## src/rtl/instr_encoder_if.sv

```systemverilog
// rtl/instr_encoder_if.sv - op stream, imem write port and status bundle for instr_encoder
interface instr_encoder_if #(
    parameter int ADDR_W = 8
);
    logic              start;
    logic              op_valid;
    logic              op_ready;
    logic [3:0]        op_code;
    logic [4:0]        op_operand;
    logic              op_last;
    logic              imem_we;
    logic [ADDR_W-1:0] imem_addr;
    logic [8:0]        imem_wdata;
    logic              done;
    logic              err_illegal;
    logic              err_overflow;
    logic [ADDR_W:0]   prog_len;

    modport master (
        output start, op_valid, op_code, op_operand, op_last,
        input  op_ready, imem_we, imem_addr, imem_wdata,
        input  done, err_illegal, err_overflow, prog_len
    );

    modport slave (
        input  start, op_valid, op_code, op_operand, op_last,
        output op_ready, imem_we, imem_addr, imem_wdata,
        output done, err_illegal, err_overflow, prog_len
    );
endinterface

```

## src/rtl/instr_encoder.sv

```systemverilog
// rtl/instr_encoder.sv - legality check and loader of 9-bit MIDS words into instruction memory
module instr_encoder #(
    parameter int ADDR_W = 8,
    parameter int DEPTH  = 256
) (
    input  logic            clk,
    input  logic            rst_n,
    instr_encoder_if.slave  bus
);
    localparam logic [8:0]      HALT_WORD = 9'b101100000;
    localparam logic [ADDR_W:0] DEPTH_C   = (ADDR_W+1)'(DEPTH);
    localparam logic [ADDR_W:0] ONE       = (ADDR_W+1)'(1);

    typedef enum logic [2:0] {S_IDLE, S_LOAD, S_APPEND, S_DONE, S_ERR} state_t;

    state_t            r_state;
    logic              r_we;
    logic [ADDR_W-1:0] r_addr;
    logic [8:0]        r_wdata;
    logic              r_done;
    logic              r_err_ill;
    logic              r_err_ovf;
    logic [ADDR_W:0]   r_len;

    logic              w_accept;
    logic              w_legal;
    logic              w_room;
    logic [8:0]        w_word;

    // Anything not listed is register-form and needs a register-sized operand.
    function automatic logic legal_op(input logic [3:0] code, input logic [4:0] opnd);
        case (code)
            4'b0100, 4'b1010, 4'b1101, 4'b1111: legal_op = 1'b1;
            4'b1011:                            legal_op = (opnd == 5'd0);
            4'b0111:                            legal_op = 1'b0;
            default:                            legal_op = ~opnd[4];
        endcase
    endfunction

    assign w_word   = {bus.op_code, bus.op_operand};
    assign w_legal  = legal_op(bus.op_code, bus.op_operand);
    assign w_room   = (r_len < DEPTH_C);
    assign w_accept = bus.op_valid & bus.op_ready;

    assign bus.op_ready     = (r_state == S_LOAD);
    assign bus.imem_we      = r_we;
    assign bus.imem_addr    = r_addr;
    assign bus.imem_wdata   = r_wdata;
    assign bus.done         = r_done;
    assign bus.err_illegal  = r_err_ill;
    assign bus.err_overflow = r_err_ovf;
    assign bus.prog_len     = r_len;

    always_ff @(posedge clk or negedge rst_n) begin
        if (!rst_n) begin
            r_state   <= S_IDLE;
            r_we      <= 1'b0;
            r_addr    <= '0;
            r_wdata   <= '0;
            r_done    <= 1'b0;
            r_err_ill <= 1'b0;
            r_err_ovf <= 1'b0;
            r_len     <= '0;
        end else begin
            r_we <= 1'b0;
            if (bus.start) begin
                // A handshake coinciding with start is dropped.
                r_state   <= S_LOAD;
                r_len     <= '0;
                r_done    <= 1'b0;
                r_err_ill <= 1'b0;
                r_err_ovf <= 1'b0;
            end else begin
                case (r_state)
                    S_LOAD: begin
                        if (w_accept) begin
                            if (!w_legal) begin
                                r_err_ill <= 1'b1;
                                r_state   <= S_ERR;
                            end else if (!w_room) begin
                                r_err_ovf <= 1'b1;
                                r_state   <= S_ERR;
                            end else begin
                                r_we    <= 1'b1;
                                r_addr  <= r_len[ADDR_W-1:0];
                                r_wdata <= w_word;
                                r_len   <= r_len + ONE;
                                if (bus.op_last) begin
                                    if (w_word == HALT_WORD) begin
                                        r_state <= S_DONE;
                                        r_done  <= 1'b1;
                                    end else begin
                                        r_state <= S_APPEND;
                                    end
                                end
                            end
                        end
                    end
                    S_APPEND: begin
                        if (w_room) begin
                            r_we    <= 1'b1;
                            r_addr  <= r_len[ADDR_W-1:0];
                            r_wdata <= HALT_WORD;
                            r_len   <= r_len + ONE;
                            r_state <= S_DONE;
                            r_done  <= 1'b1;
                        end else begin
                            r_err_ovf <= 1'b1;
                            r_state   <= S_ERR;
                        end
                    end
                    default: ;
                endcase
            end
        end
    end
endmodule

```

## src/flat_wrapper.sv

```systemverilog
// flat-port wrapper written by rule: the top's interface ports become plain ports
module instr_encoder_flat 
#(
    parameter int ADDR_W = 8,
    parameter int DEPTH  = 256
)
  (clk, rst_n, bus_start, bus_op_valid, bus_op_code, bus_op_operand, bus_op_last, bus_op_ready, bus_imem_we, bus_imem_addr, bus_imem_wdata, bus_done, bus_err_illegal, bus_err_overflow, bus_prog_len);
  instr_encoder_if #(.ADDR_W(ADDR_W)) bus_i ();
  input  logic clk;
  input  logic rst_n;
  input wire logic [$bits(bus_i.start)-1:0] bus_start;
  input wire logic [$bits(bus_i.op_valid)-1:0] bus_op_valid;
  input wire logic [$bits(bus_i.op_code)-1:0] bus_op_code;
  input wire logic [$bits(bus_i.op_operand)-1:0] bus_op_operand;
  input wire logic [$bits(bus_i.op_last)-1:0] bus_op_last;
  output wire logic [$bits(bus_i.op_ready)-1:0] bus_op_ready;
  output wire logic [$bits(bus_i.imem_we)-1:0] bus_imem_we;
  output wire logic [$bits(bus_i.imem_addr)-1:0] bus_imem_addr;
  output wire logic [$bits(bus_i.imem_wdata)-1:0] bus_imem_wdata;
  output wire logic [$bits(bus_i.done)-1:0] bus_done;
  output wire logic [$bits(bus_i.err_illegal)-1:0] bus_err_illegal;
  output wire logic [$bits(bus_i.err_overflow)-1:0] bus_err_overflow;
  output wire logic [$bits(bus_i.prog_len)-1:0] bus_prog_len;
  assign bus_i.start = bus_start;
  assign bus_i.op_valid = bus_op_valid;
  assign bus_i.op_code = bus_op_code;
  assign bus_i.op_operand = bus_op_operand;
  assign bus_i.op_last = bus_op_last;
  assign bus_op_ready = bus_i.op_ready;
  assign bus_imem_we = bus_i.imem_we;
  assign bus_imem_addr = bus_i.imem_addr;
  assign bus_imem_wdata = bus_i.imem_wdata;
  assign bus_done = bus_i.done;
  assign bus_err_illegal = bus_i.err_illegal;
  assign bus_err_overflow = bus_i.err_overflow;
  assign bus_prog_len = bus_i.prog_len;
  instr_encoder #(.ADDR_W(ADDR_W), .DEPTH(DEPTH)) u_core (.clk(clk), .rst_n(rst_n), .bus(bus_i));
endmodule
```

## config.mk

```make
export PLATFORM = sky130hd
export DESIGN_NAME = instr_encoder_flat
export DESIGN_NICKNAME = d
export VERILOG_FILES = /design/src/rtl/instr_encoder_if.sv /design/src/rtl/instr_encoder.sv /design/src/flat_wrapper.sv
export SDC_FILE = /design/constraint.sdc
export NUM_CORES = 1
export LEC_CHECK = 0
export BUFFER_PORTS_ARGS = -buffer_cell sky130_fd_sc_hd__buf_2
export CORE_ASPECT_RATIO = 2
export CORE_MARGIN = 2
export CORE_UTILIZATION = 47
export CTS_CLUSTER_DIAMETER = 80
export CTS_CLUSTER_SIZE = 8
export DETAILED_ROUTE_END_ITERATION = 7
export GPL_ROUTABILITY_DRIVEN = 0
export HOLD_SLACK_MARGIN = 0.15
export PLACE_DENSITY = 0.76
export SYNTH_ARGS = -nofsm -noshare
export SYNTH_HDL_FRONTEND = slang
export SYNTH_SLANG_ARGS = --single-unit
export TNS_END_PERCENT = 100
```

## constraint.sdc

```tcl
create_clock -name clk -period 4.3 [get_ports clk]
set_input_delay 0.215 -clock clk [delete_from_list [all_inputs] [get_ports clk]]
set_output_delay 0.215 -clock clk [all_outputs]
set_load 0.1 [all_outputs]
```

# == After elaboration in Yosys (flattened, before gate mapping) ==
# Index checks and enable logic that the tools add are counted.
# op_classes
add_sub_neg,1
n_lt_le_gt_ge,1
eq_ne,21
n_mux,45
bitwise_logic,3
reduce_logical,12
# ops
op,n
$mux 9,8
$pmux 9 s2,2
$mux 8,3
$mux 1,20
$mux 3,6
$eq 4x4->1 const B,4
$pmux 8 s2,1
$ne 3x3->1 const B,5
$add 9x1->9 const B,1
$eq 9x9->1 const B,1
$lt 9x9->1 const B,1
$reduce_and 3->1,3
$eq 4x3->1 const B,2
$ne 2x2->1 const B,4
$reduce_and 7->1,1
$pmux 1 s2,3
$pmux 3 s2,1
$reduce_and 6->1,1
$reduce_bool 2->1,3
$logic_not 5->1,1
$ne 5x5->1 const B,1
$reduce_and 4->1,1
$reduce_or 4->1,1
$eq 3x1->1 const B,1
other kinds (7),8
# word_totals
regBits,33
output_inout_bits,31

# == Logic depth before layout (Yosys ltp) ==
# Gate-level depths: netlist of run 1.
# logic_depth
ltp_word,8
mapped_depth,8
depth_no_buf,6

# == Worst setup path before layout of run 1 ==
# Ideal clock, no wire load.
# synth_timing
path_type,register -> register
start,register u_core.r_state[1]
end,"register u_core.r_len[2], in the netlist u_core.bus.prog_len[2]"
arrival_time_ns,2.850
t_required_ns,4.174
path_slack_ns,1.324
path_stages_with_launch,6
n_path_buf,0
synth_period_minus_slack_ns,2.976
cell_sequence,dfrtp_1 nor2b_1 nor2b_1 nand2_1 o31a_1 a221o_1
# synth_via
elab_chain_cells,4
elab_cells_between_ends,9
cone_classes,eq/ne: 4; mux: 2; bitwise: 1; reduce/logical: 2
# synth_rtl
element,line,rtl
from (decl),instr_encoder.sv:16,state_t r_state;
from (signal assigned),instr_encoder.sv:56,r_state <= S_IDLE;
from (signal assigned),instr_encoder.sv:68,r_state <= S_LOAD;
from (signal assigned),instr_encoder.sv:79,r_state <= S_ERR;
$eq 3x1->1 *,instr_encoder.sv:45,assign bus.op_ready = (r_state == S_LOAD);
via bus_op_ready,flat_wrapper.sv:16,output wire logic [$bits(bus_i.op_ready)-1:0] bus_op_ready;
$and 1x1->1,instr_encoder.sv:43,assign w_accept = bus.op_valid & bus.op_ready;
$ne 3x3->1 (no source line),--,
$reduce_and 3->1 (no source line),--,
to (signal assigned),instr_encoder.sv:87,r_len <= r_len + ONE;
to (signal assigned),instr_encoder.sv:104,r_len <= r_len + ONE;
to (decl),instr_encoder.sv:23,logic [ADDR_W:0] r_len;
# The timed path passes the listed nets; every way through them passes the cells marked *.
# A chain may end at the register's enable or synchronous reset.

# == Worst setup path in the final report of run 1 ==
# layout_timing
start,register u_core.r_state[0]
end,"register u_core.r_wdata[3], in the netlist u_core.bus.imem_wdata[3]"
# layout_via
elab_chain_cells,4
elab_cells_between_ends,10
cone_classes,eq/ne: 6; mux: 1; bitwise: 1; reduce/logical: 2
# layout_rtl
element,line,rtl
$eq 3x1->1,"instr_encoder.sv:45, instr_encoder.sv:74",
$and 1x1->1,instr_encoder.sv:43,
$ne 2x2->1 (no source line),--,
$reduce_and 6->1 (no source line),--,
to (signal assigned),instr_encoder.sv:86,r_wdata <= w_word;
to (decl),instr_encoder.sv:19,logic [8:0] r_wdata;
# Parallel ways exist; a longest one is shown, timed or not.

==> qor.yml, run 1 <==
outcome: "finished, final reports clean"
hold_depth: 2
crit_type: "flop to flop"
synthCells: 142
clock-sinks: 33
arrival_ps: 2700
worst_ir_drop_vdd_v: 0.000595
dp_hpwl_um: 2540
wl_um: 3300
synth-simple-area-share_pct: 18.3
ys_types: 37
synth_top_family_by_area: "simple AND/OR/NAND/NOR gates"
finalSetupViolCount: 0
start_kind: "flop"
drtIter0Drc: 39
die_h_um: 87.1
vias: 1268
clk_pin_slew_worst_paths_ps: 60
hold_class: "input pin to flop"
grt_pass1_vias: 1243
ys_ff_latch: 33
ctsLongestPathBuffers: 2
synth_most_common_cell: "dfrtp_1"
syn-mean-instance-area_um2: 11.4
setup_slack_ps: 1760
tightestPinTransition_ps: 703
initial_utilization_pct: 48.6
drv_cap: 0
r2r_cells: 6
synth_xor_area_share_pct: 1.62
synth_common_cells: "dfrtp_1 (33), mux2_2 (17), nor2_1 (11)"
slew_viol_final: 0
relSlewSlack_pct: 53.1
use_met3_pct: 4.77
insertion_delay_ps: 280
max_freq_mhz: 394
drive_gt1_share_pct: 36.1
holdCritStartpoint: "bus_start"
fin_crit_ps: 2540
dr.pass1.iters: 4
synth_flop_cell: "dfrtp_1"
area_growth_pct: 20.1
synth_edf_count: 0
cts_buffers: 5
via_per_inst: 5.69
min_period_over_period_pct: 59.0
synth-seq-area-share_pct: 50.8
cts_tree: "yes"
timing.rr.end: "u_core.bus.imem_wdata[3]"
required_ps: 4460
p_leak_nw: 1.02
pre_cts_slack_ps: 1740
synth_fp_nets: 157
yosysWarnings: 0
design.die.area_um2: 3970
nNetsFinal: 206
muxShareOfSynthArea_pct: 13.6
synth_top_area_cell: "dfrtp_1"
regToRegSetupSlack_ps: 1760
r2r_start: "u_core.r_state[0]"
antenna_found_initial: 0
async_flop_share_pct: 100
wire_per_inst_um: 14.8
antennaDiodeCount: 0
port-buffer-count: 44
p_per_area_nw_per_um2: 729
synth.top_cell.area_share_pct: 50.8
postCtsSetupRepairBufs: 0
dieWidth_um: 45.6
rsz0062_at_grt: "false"
core_area_um2: 3340
use_met1_pct: 18.9
htreeDepth: 2
top_usage_layer: "met2"
drc_errors: 0
synth-compound-area-share_pct: 11.1
io-pin-count: 45
gr-usage-met2_pct: 33.9
overflow: 0
synth.area.top_cells: "dfrtp_1 (51%), mux2_2 (12%), nor2b_1 (3.9%)"
setup_tns_ps: 0
grt_usage_pct: 19.0
ant_nets: 0
crit_path_max_fanout: 18
fill_cells: 307
synthAdderAreaFrac_pct: 0.770
hold_violations: 0
fin_worst_skew_ps: 4.04
syn_area_um2: 1620
end_kind: "flop"
rows: 30
root_buffer: "clkbuf_8"
grt_pass1_wl_um: 5470
grt_max_degree: 34
whs_endpoint: "u_core.bus.err_illegal"
==> area by class of cell <==
cell class	count	area [µm²]	area share, %
sequential	33	826	42.3
inverter	7	31.3	1.60
timing repair buffer	45	230	11.8
tap	32	40.0	2.05
multi-input combinational	99	737	37.8
clock buffer	7	86.3	4.43
==> what timing repair did <==
action,4_1_cts,5_1_grt
hold endpoints to repair,33,0
hold buffers,1,0
gates resized for setup,0,0
==> worst max path at each step <==
stage / from / endpoint / slack [ps] / cells past startpoint
final: u_core.r_state[0] / u_core.bus.imem_wdata[3] / 1760 / 6
after global routing: u_core.r_state[0] / u_core.bus.imem_wdata[0] / 1610 / 6
after CTS: u_core.r_state[0] / u_core.bus.imem_wdata[3] / 1730 / 6
after detailed placement: u_core.r_state[0] / u_core.bus.imem_wdata[3] / 1740 / 6
after global placement: u_core.r_state[0] / u_core.bus.imem_wdata[4] / 1840 / 6
after floorplan: u_core.r_state[1] / u_core.bus.prog_len[2] / 1320 / 5
==> state kept, by name, indices dropped and copies added (netlist names) <==
register                 cells
u_core.bus.imem_we           1
u_core.bus.prog_len          9
u_core.bus.err_illegal       1
u_core.bus.err_overflow      1
u_core.bus.imem_addr         8
u_core.bus.imem_wdata        9
u_core.bus.done              1
u_core.r_state               3
==> routing by layer <==
metal	wire length (µm)	vias to the layer above
met3	150	6
met2	1890	32
met4	57	0
met5	0	-
met1	1210	615
li1	-	615
==> per-stage QoR <==
step                std cells  power (mW)  util, %  hold WS [ps]  cell area, µm²
floorplan                 142        1.08        -         -80.6            1620
global placement          215        1.19     55.5           297            1850
detailed placement        215        1.20     55.5           307            1850
CTS                       223        1.43     58.4           181            1950
global route              223        1.48     58.4           200            1950
finish                    223        1.42     58.4           187            1950
==> logic make-up (layout without fill, tap and decap cells) <==
group,after synthesis,count (layout)
DFF,33,33
and+or+nand+nor,52,52
adders and majority gates,1,1
muxes,20,20
buffers and inverters,10,59
AOI/OAI and AO/OA,23,23
xor gates and xnor gates,3,3
==> cell usage in the layout, fill, tap and decap left out, drive strengths merged, types with 2 or more instances in the layout <==
cell / n
buf: 44
dfrtp: 33
mux2: 17
nor2: 11
nor2b: 10
inv: 7
clkbuf: 7
nand2: 6
nor3: 6
a22o: 6
nor4: 5
nand3: 4
a21oi: 3
a221o: 3
mux2i: 3
o31ai: 2
nand2b: 2
o21ai: 2
and3: 2
xor2: 2
o21bai: 2
==> worst max-delay path, cell delays in order, from the launching register on <==
cell	delay, ps
dfrtp_1	400
nand2b_1	170
nor2_1	530
nor4_4	130
or3_1	600
inv_6	240
mux2_2	350
==> where the power goes <==
group	switching, mW	leakage, nW	internal (mW)
combinational	0.623	0.538	0.149
sequential	0.0431	0.435	0.380
clock	0.100	0.0443	0.127
total	0.766	1.02	0.655
(Power assumes the default switching activity.)
==> inputs of run 2 (changes only) <==
--- a/config.mk
+++ b/config.mk
@@ -8,13 +8,13 @@
 export BUFFER_PORTS_ARGS = -buffer_cell sky130_fd_sc_hd__buf_2
 export CORE_ASPECT_RATIO = 2
 export CORE_MARGIN = 2
-export CORE_UTILIZATION = 47
+export CORE_UTILIZATION = 46
 export CTS_CLUSTER_DIAMETER = 80
 export CTS_CLUSTER_SIZE = 8
 export DETAILED_ROUTE_END_ITERATION = 7
 export GPL_ROUTABILITY_DRIVEN = 0
 export HOLD_SLACK_MARGIN = 0.15
-export PLACE_DENSITY = 0.76
+export PLACE_DENSITY = 0.77
 export SYNTH_ARGS = -nofsm -noshare
 export SYNTH_HDL_FRONTEND = slang
 export SYNTH_SLANG_ARGS = --single-unit
==> constraint.sdc (replaced) <==
create_clock -name clk -period 2.1 [get_ports clk]
set_input_delay 0.105 -clock clk [delete_from_list [all_inputs] [get_ports clk]]
set_output_delay 0.105 -clock clk [all_outputs]
set_load 0.1 [all_outputs]
==> qor.yml, run 2 (synthesized netlist as in run 1, its figures left out) <==
setup_tns_ps: 0  # unchanged
core_area_um2: 3380  # +1.1%
p_per_area_nw_per_um2: 1550  # +110%
crit_type: "flop to flop"
fin_worst_skew_ps: 8.20  # +4.16 ps
tightestPinTransition_ps: 723  # +19.4 ps
dr.pass1.iters: 4  # unchanged
via_per_inst: 5.77  # +1.4%
root_buffer: "clkbuf_8"
rows: 30  # unchanged
critical_path_buf_inv_count: 2  # +1
area_growth_pct: 28.3
crit_chain: "nor2b_1, and2_1, o21ai_0, or3_1, inv_6, buf_4, a221o_1"
port-buffer-count: 44  # unchanged
dp_hpwl_um: 2790  # +9.9%
hold_violations: 0  # unchanged
critPathSlowestCell: "dfrtp_1"
max_freq_mhz: 530  # +35%
dp.cells: 222  # +3.3%
fin_cells: 233  # +4.5%
clk_pin_slew_worst_paths_ps: 70  # about the same
die_h_um: 88.0  # +1.0%
htreeDepth: 2  # unchanged
drc_errors: 0  # unchanged
wire_per_inst_um: 15.3  # +3.1%
drv_cap: 0  # unchanged
start_kind: "flop"
nNetsFinal: 215  # +4.4%
wl_um: 3560  # +7.8%
ant_nets: 0  # unchanged
arrival_ps: 2060  # -640 ps
critical-path-max-stage-delay_ps: 400  # -200 ps
required_ps: 2270  # -2190 ps
end_kind: "flop"
drive_gt1_share_pct: 40.8  # +4.7 points
finalSetupViolCount: 0  # unchanged
grt_pass1_vias: 1347  # +8.4%
vias: 1344  # +6.0%
drtIter0Drc: 43  # +10%
slew_viol_final: 0  # unchanged
crit_path_max_fanout: 10  # -8
design.die.area_um2: 4050  # +2.0%
overflow: 0  # unchanged
grt_usage_pct: 19.9  # +0.88 points
dieWidth_um: 46.0  # +0.99%
relSlewSlack_pct: 51.8  # -1.3 points
p_leak_nw: 1.09  # +6.9%
cts_tree: "yes"
grt_pass1_wl_um: 5910  # +8.1%
insertion_delay_ps: 280  # about the same
final_common_cell: "buf_2"
initial_utilization_pct: 48.1  # -0.54 points
cts_buffers: 5  # unchanged
antenna_found_initial: 0  # unchanged
worst_ir_drop_vdd_v: 0.00114  # +92%
cp_top_family: "simple AND/OR/NAND/NOR gates"
fin_crit_ps: 1890  # -654 ps
fin_total_pwr_mw: 3.23  # +130%
min_period_over_period_pct: 89.8  # +31 points
cts_resized: 0  # unchanged
antennaDiodeCount: 0  # unchanged
outcome: "finished, final reports clean"
grt_max_degree: 34  # unchanged
rsz0062_at_grt: "false"
ctsLongestPathBuffers: 2  # unchanged
hold_class: "input pin to flop"
clock-sinks: 33  # unchanged
mostFrequentLayoutCells: "buf_2 (44), dfrtp_1 (31), mux2_2 (17), nor2_1 (10), nor2b_1 (9)"
io-pin-count: 45  # unchanged
-- run 2: layout make-up --
cell class	count	area, µm²
fill	296	1290
clock buffer	5	68.8
timing repair buffer	54	303
multi-input combinational	99	747
inverter	7	31.3
sequential	33	828
tap	32	40.0
clock inverter	3	65.1
-- run 2: final timing paths --
| check | endpoint | slack [ps] | startpoint | cells past startpoint |
|---|---|---|---|---|
| worst max-delay path | u_core.bus.prog_len[2] | 210 | u_core.r_state[0] | 7 |
| worst min-delay path | u_core.bus.imem_wdata[6] | 150 | bus_op_code[1] | 3 |
| worst max register to register | u_core.bus.prog_len[2] | 210 | u_core.r_state[0] | 7 |
| worst min register to register | u_core.bus.done | 500 | u_core.bus.done | 1 |
| max in group asynchronous | u_core.bus.prog_len[1] | 1180 | rst_n | 2 |
| min in group asynchronous | u_core.bus.imem_addr[3] | 410 | rst_n | 2 |
-- run 2: repair_timing --
action                    in CTS  in global routing
hold buffers                   3                  0
hold endpoints to repair      35                  0
setup buffers                  0                  0
-- run 2: worst reg2reg max path, cell delays in order, from the launching register on --
cell     delay [ps]
dfrtp_1         400
nor2b_1         150
and2_1          190
o21ai_0         240
or3_1           240
inv_6            80
buf_4           170
a221o_1         320
-- run 2: metal layers --
metal  up-vias  GRT usage (%)  part of all wire, %
li1        636              -                    -
met1       658           20.2                   36
met2        42           36.6                   58
met3         8           4.33                  4.2
met4         0           8.31                  2.0
met5         -              0                    0
-- run 2: where the power goes --
| group | leakage [nW] | internal (mW) | switching, mW | total [mW] |
|---|---|---|---|---|
| sequential | 0.431 | 0.779 | 0.0939 | 0.872 |
| clock | 0.0681 | 0.471 | 0.228 | 0.700 |
| combinational | 0.587 | 0.363 | 1.29 | 1.66 |
| total | 1.09 | 1.61 | 1.62 | 3.23 |
-- run 2: per-stage QoR --
stage                     setup WS (ps)  utilization (%)  cell area [µm²]  hold slack [ps]
after detailed placement           83.6             56.8             1920              201
after CTS                           197             61.7             2080              154
after floorplan                    38.1                -             1640             -191
after global placement              104             56.8             1920              185
final                               215             61.7             2080              153
after global routing               56.2             61.7             2080              204
==> inputs of run 3 (changes only) <==
--- a/config.mk
+++ b/config.mk
@@ -8,13 +8,13 @@
 export BUFFER_PORTS_ARGS = -buffer_cell sky130_fd_sc_hd__buf_2
 export CORE_ASPECT_RATIO = 2
 export CORE_MARGIN = 2
-export CORE_UTILIZATION = 46
+export CORE_UTILIZATION = 47
 export CTS_CLUSTER_DIAMETER = 80
 export CTS_CLUSTER_SIZE = 8
 export DETAILED_ROUTE_END_ITERATION = 7
 export GPL_ROUTABILITY_DRIVEN = 0
 export HOLD_SLACK_MARGIN = 0.15
-export PLACE_DENSITY = 0.77
+export PLACE_DENSITY = 0.76
 export SYNTH_ARGS = -nofsm -noshare
 export SYNTH_HDL_FRONTEND = slang
 export SYNTH_SLANG_ARGS = --single-unit
==> constraint.sdc (replaced) <==
create_clock -name clk -period 2.28 [get_ports clk]
set_input_delay 0.114 -clock clk [delete_from_list [all_inputs] [get_ports clk]]
set_output_delay 0.114 -clock clk [all_outputs]
set_load 0.1 [all_outputs]
==> qor.yml, run 3 (synthesized netlist as in run 1, its figures left out) <==
wire_per_inst_um: 14.6  # -4.3%
start_kind: "flop"
setup_tns_ps: 0  # unchanged
overflow: 0  # unchanged
worst_ir_drop_vdd_v: 0.00112  # -1.9%
finalSetupViolCount: 0  # unchanged
ctsLongestPathBuffers: 2  # unchanged
insertion_delay_ps: 280  # about the same
design.die.area_um2: 3970  # -2.0%
final_common_cell: "buf_2"
arrival_ps: 2230  # +170 ps
drc_errors: 0  # unchanged
antennaDiodeCount: 0  # unchanged
fin_crit_ps: 2070  # +184 ps
grt_pass1_vias: 1295  # -3.9%
rsz0062_at_grt: "false"
initial_utilization_pct: 48.6  # +0.54 points
dp_hpwl_um: 2560  # -8.2%
grt_max_degree: 34  # unchanged
holdBufCountCts: 3  # unchanged
whs_ps: 178  # +24.4 ps
crit_path_max_fanout: 18  # +8
htreeDepth: 2  # unchanged
die_h_um: 87.1  # -1.0%
p_per_area_nw_per_um2: 1350  # -13%
postCtsSetupRepairBufs: 0  # unchanged
hold_violations: 0  # unchanged
fin_worst_skew_ps: 4.13  # -4.07 ps
min_period_over_period_pct: 90.8  # +0.99 points
finalInstanceArea_um2: 2000  # -4.2%
ant_nets: 0  # unchanged
wl_um: 3330  # -6.4%
placed_cell_area_um2: 1890  # -1.4%
nNetsFinal: 212  # -1.4%
root_buffer: "clkbuf_8"
outcome: "finished, final reports clean"
port-buffer-count: 44  # unchanged
p_leak_nw: 1.05  # -3.7%
clk_pin_slew_worst_paths_ps: 60  # about the same
crit_type: "flop to flop"
required_ps: 2440  # +170 ps
rows: 30  # unchanged
area_growth_pct: 22.9
relSlewSlack_pct: 53.3  # +1.5 points
cts_resized: 0  # unchanged
end_kind: "flop"
cts_buffers: 5  # unchanged
slew_viol_final: 0  # unchanged
tightestPinTransition_ps: 700  # -23.0 ps
drtIter0Drc: 7  # -84%
io-pin-count: 45  # unchanged
vias: 1321  # -1.7%
dieWidth_um: 45.6  # -0.98%
grt_usage_pct: 19.4  # -0.47 points
antenna_found_initial: 0  # unchanged
core_area_um2: 3340  # -1.1%
hold_class: "input pin to flop"
grt_pass1_wl_um: 5710  # -3.5%
clock-sinks: 33  # unchanged
mostFrequentLayoutCells: "buf_2 (44), dfrtp_1 (33), mux2_2 (17), nor2_1 (11), nor2b_1 (9)"
via_per_inst: 5.79  # +0.44%
dr.pass1.iters: 4  # unchanged
drive_gt1_share_pct: 37.8  # -3.0 points
max_freq_mhz: 483  # -8.9%
cts_tree: "yes"
drv_cap: 0  # unchanged
[run 3: cell types whose count changed in the layout (fill, tap and decap cells not counted)]
cell	change
buf_4	-3
dfrtp_2	-2
nor2_2	-1
nor2_1	+1
bufinv_16	-2
dfrtp_1	+2
[run 3: final timing paths]
kind	cells after the start	slack, ps	to	startpoint
setup / recovery	6	210	u_core.bus.imem_wdata[3]	u_core.r_state[0]
hold / removal	3	180	u_core.bus.imem_wdata[6]	bus_op_code[1]
setup reg to reg	6	210	u_core.bus.imem_wdata[3]	u_core.r_state[0]
hold reg to reg	1	490	u_core.bus.done	u_core.bus.done
max in group asynchronous	2	1410	u_core.bus.imem_wdata[0]	rst_n
min in group asynchronous	2	420	u_core.bus.imem_addr[2]	rst_n
[run 3: cell type report]
| type | count | area [µm²] |
|---|---|---|
| fill | 287 | 1350 |
| sequential | 33 | 826 |
| multi-input combinational | 99 | 744 |
| timing repair buffer | 51 | 280 |
| clock buffer | 5 | 68.8 |
| tap | 32 | 40.0 |
| inverter | 7 | 31.3 |
| clock inverter | 1 | 5.00 |
[run 3: stage by stage]
step / setup slack [ps] / instances / total power, mW / utilization (%)
floorplan: 146 / 142 / 2.06 / -
global placement: 277 / 219 / 2.28 / 56.6
detailed placement: 235 / 219 / 2.32 / 56.6
CTS: 217 / 228 / 2.72 / 59.7
global route: 42.9 / 228 / 2.80 / 59.7
finish: 211 / 228 / 2.69 / 59.7
[run 3: power by group]
group / leakage (nW) / internal (mW) / total (mW) / switching [mW]
registers: 0.435 / 0.716 / 0.805 / 0.0885
clock network: 0.0399 / 0.200 / 0.383 / 0.183
logic: 0.572 / 0.317 / 1.50 / 1.19
[run 3: worst max-delay path: stages, from the launching register on]
cell	delay [ps]
dfrtp_1	390
nor2b_1	290
and2_1	220
o21ai_0	120
or3_1	410
inv_6	170
mux2_2	360
[run 3: per-layer routing]
layer	up-vias	track usage (%)	routed length, µm
li1	626	-	-
met2	38	34.6	1910
met1	651	20.8	1230
met4	0	7.75	40
met3	6	4.56	153
met5	-	0	0
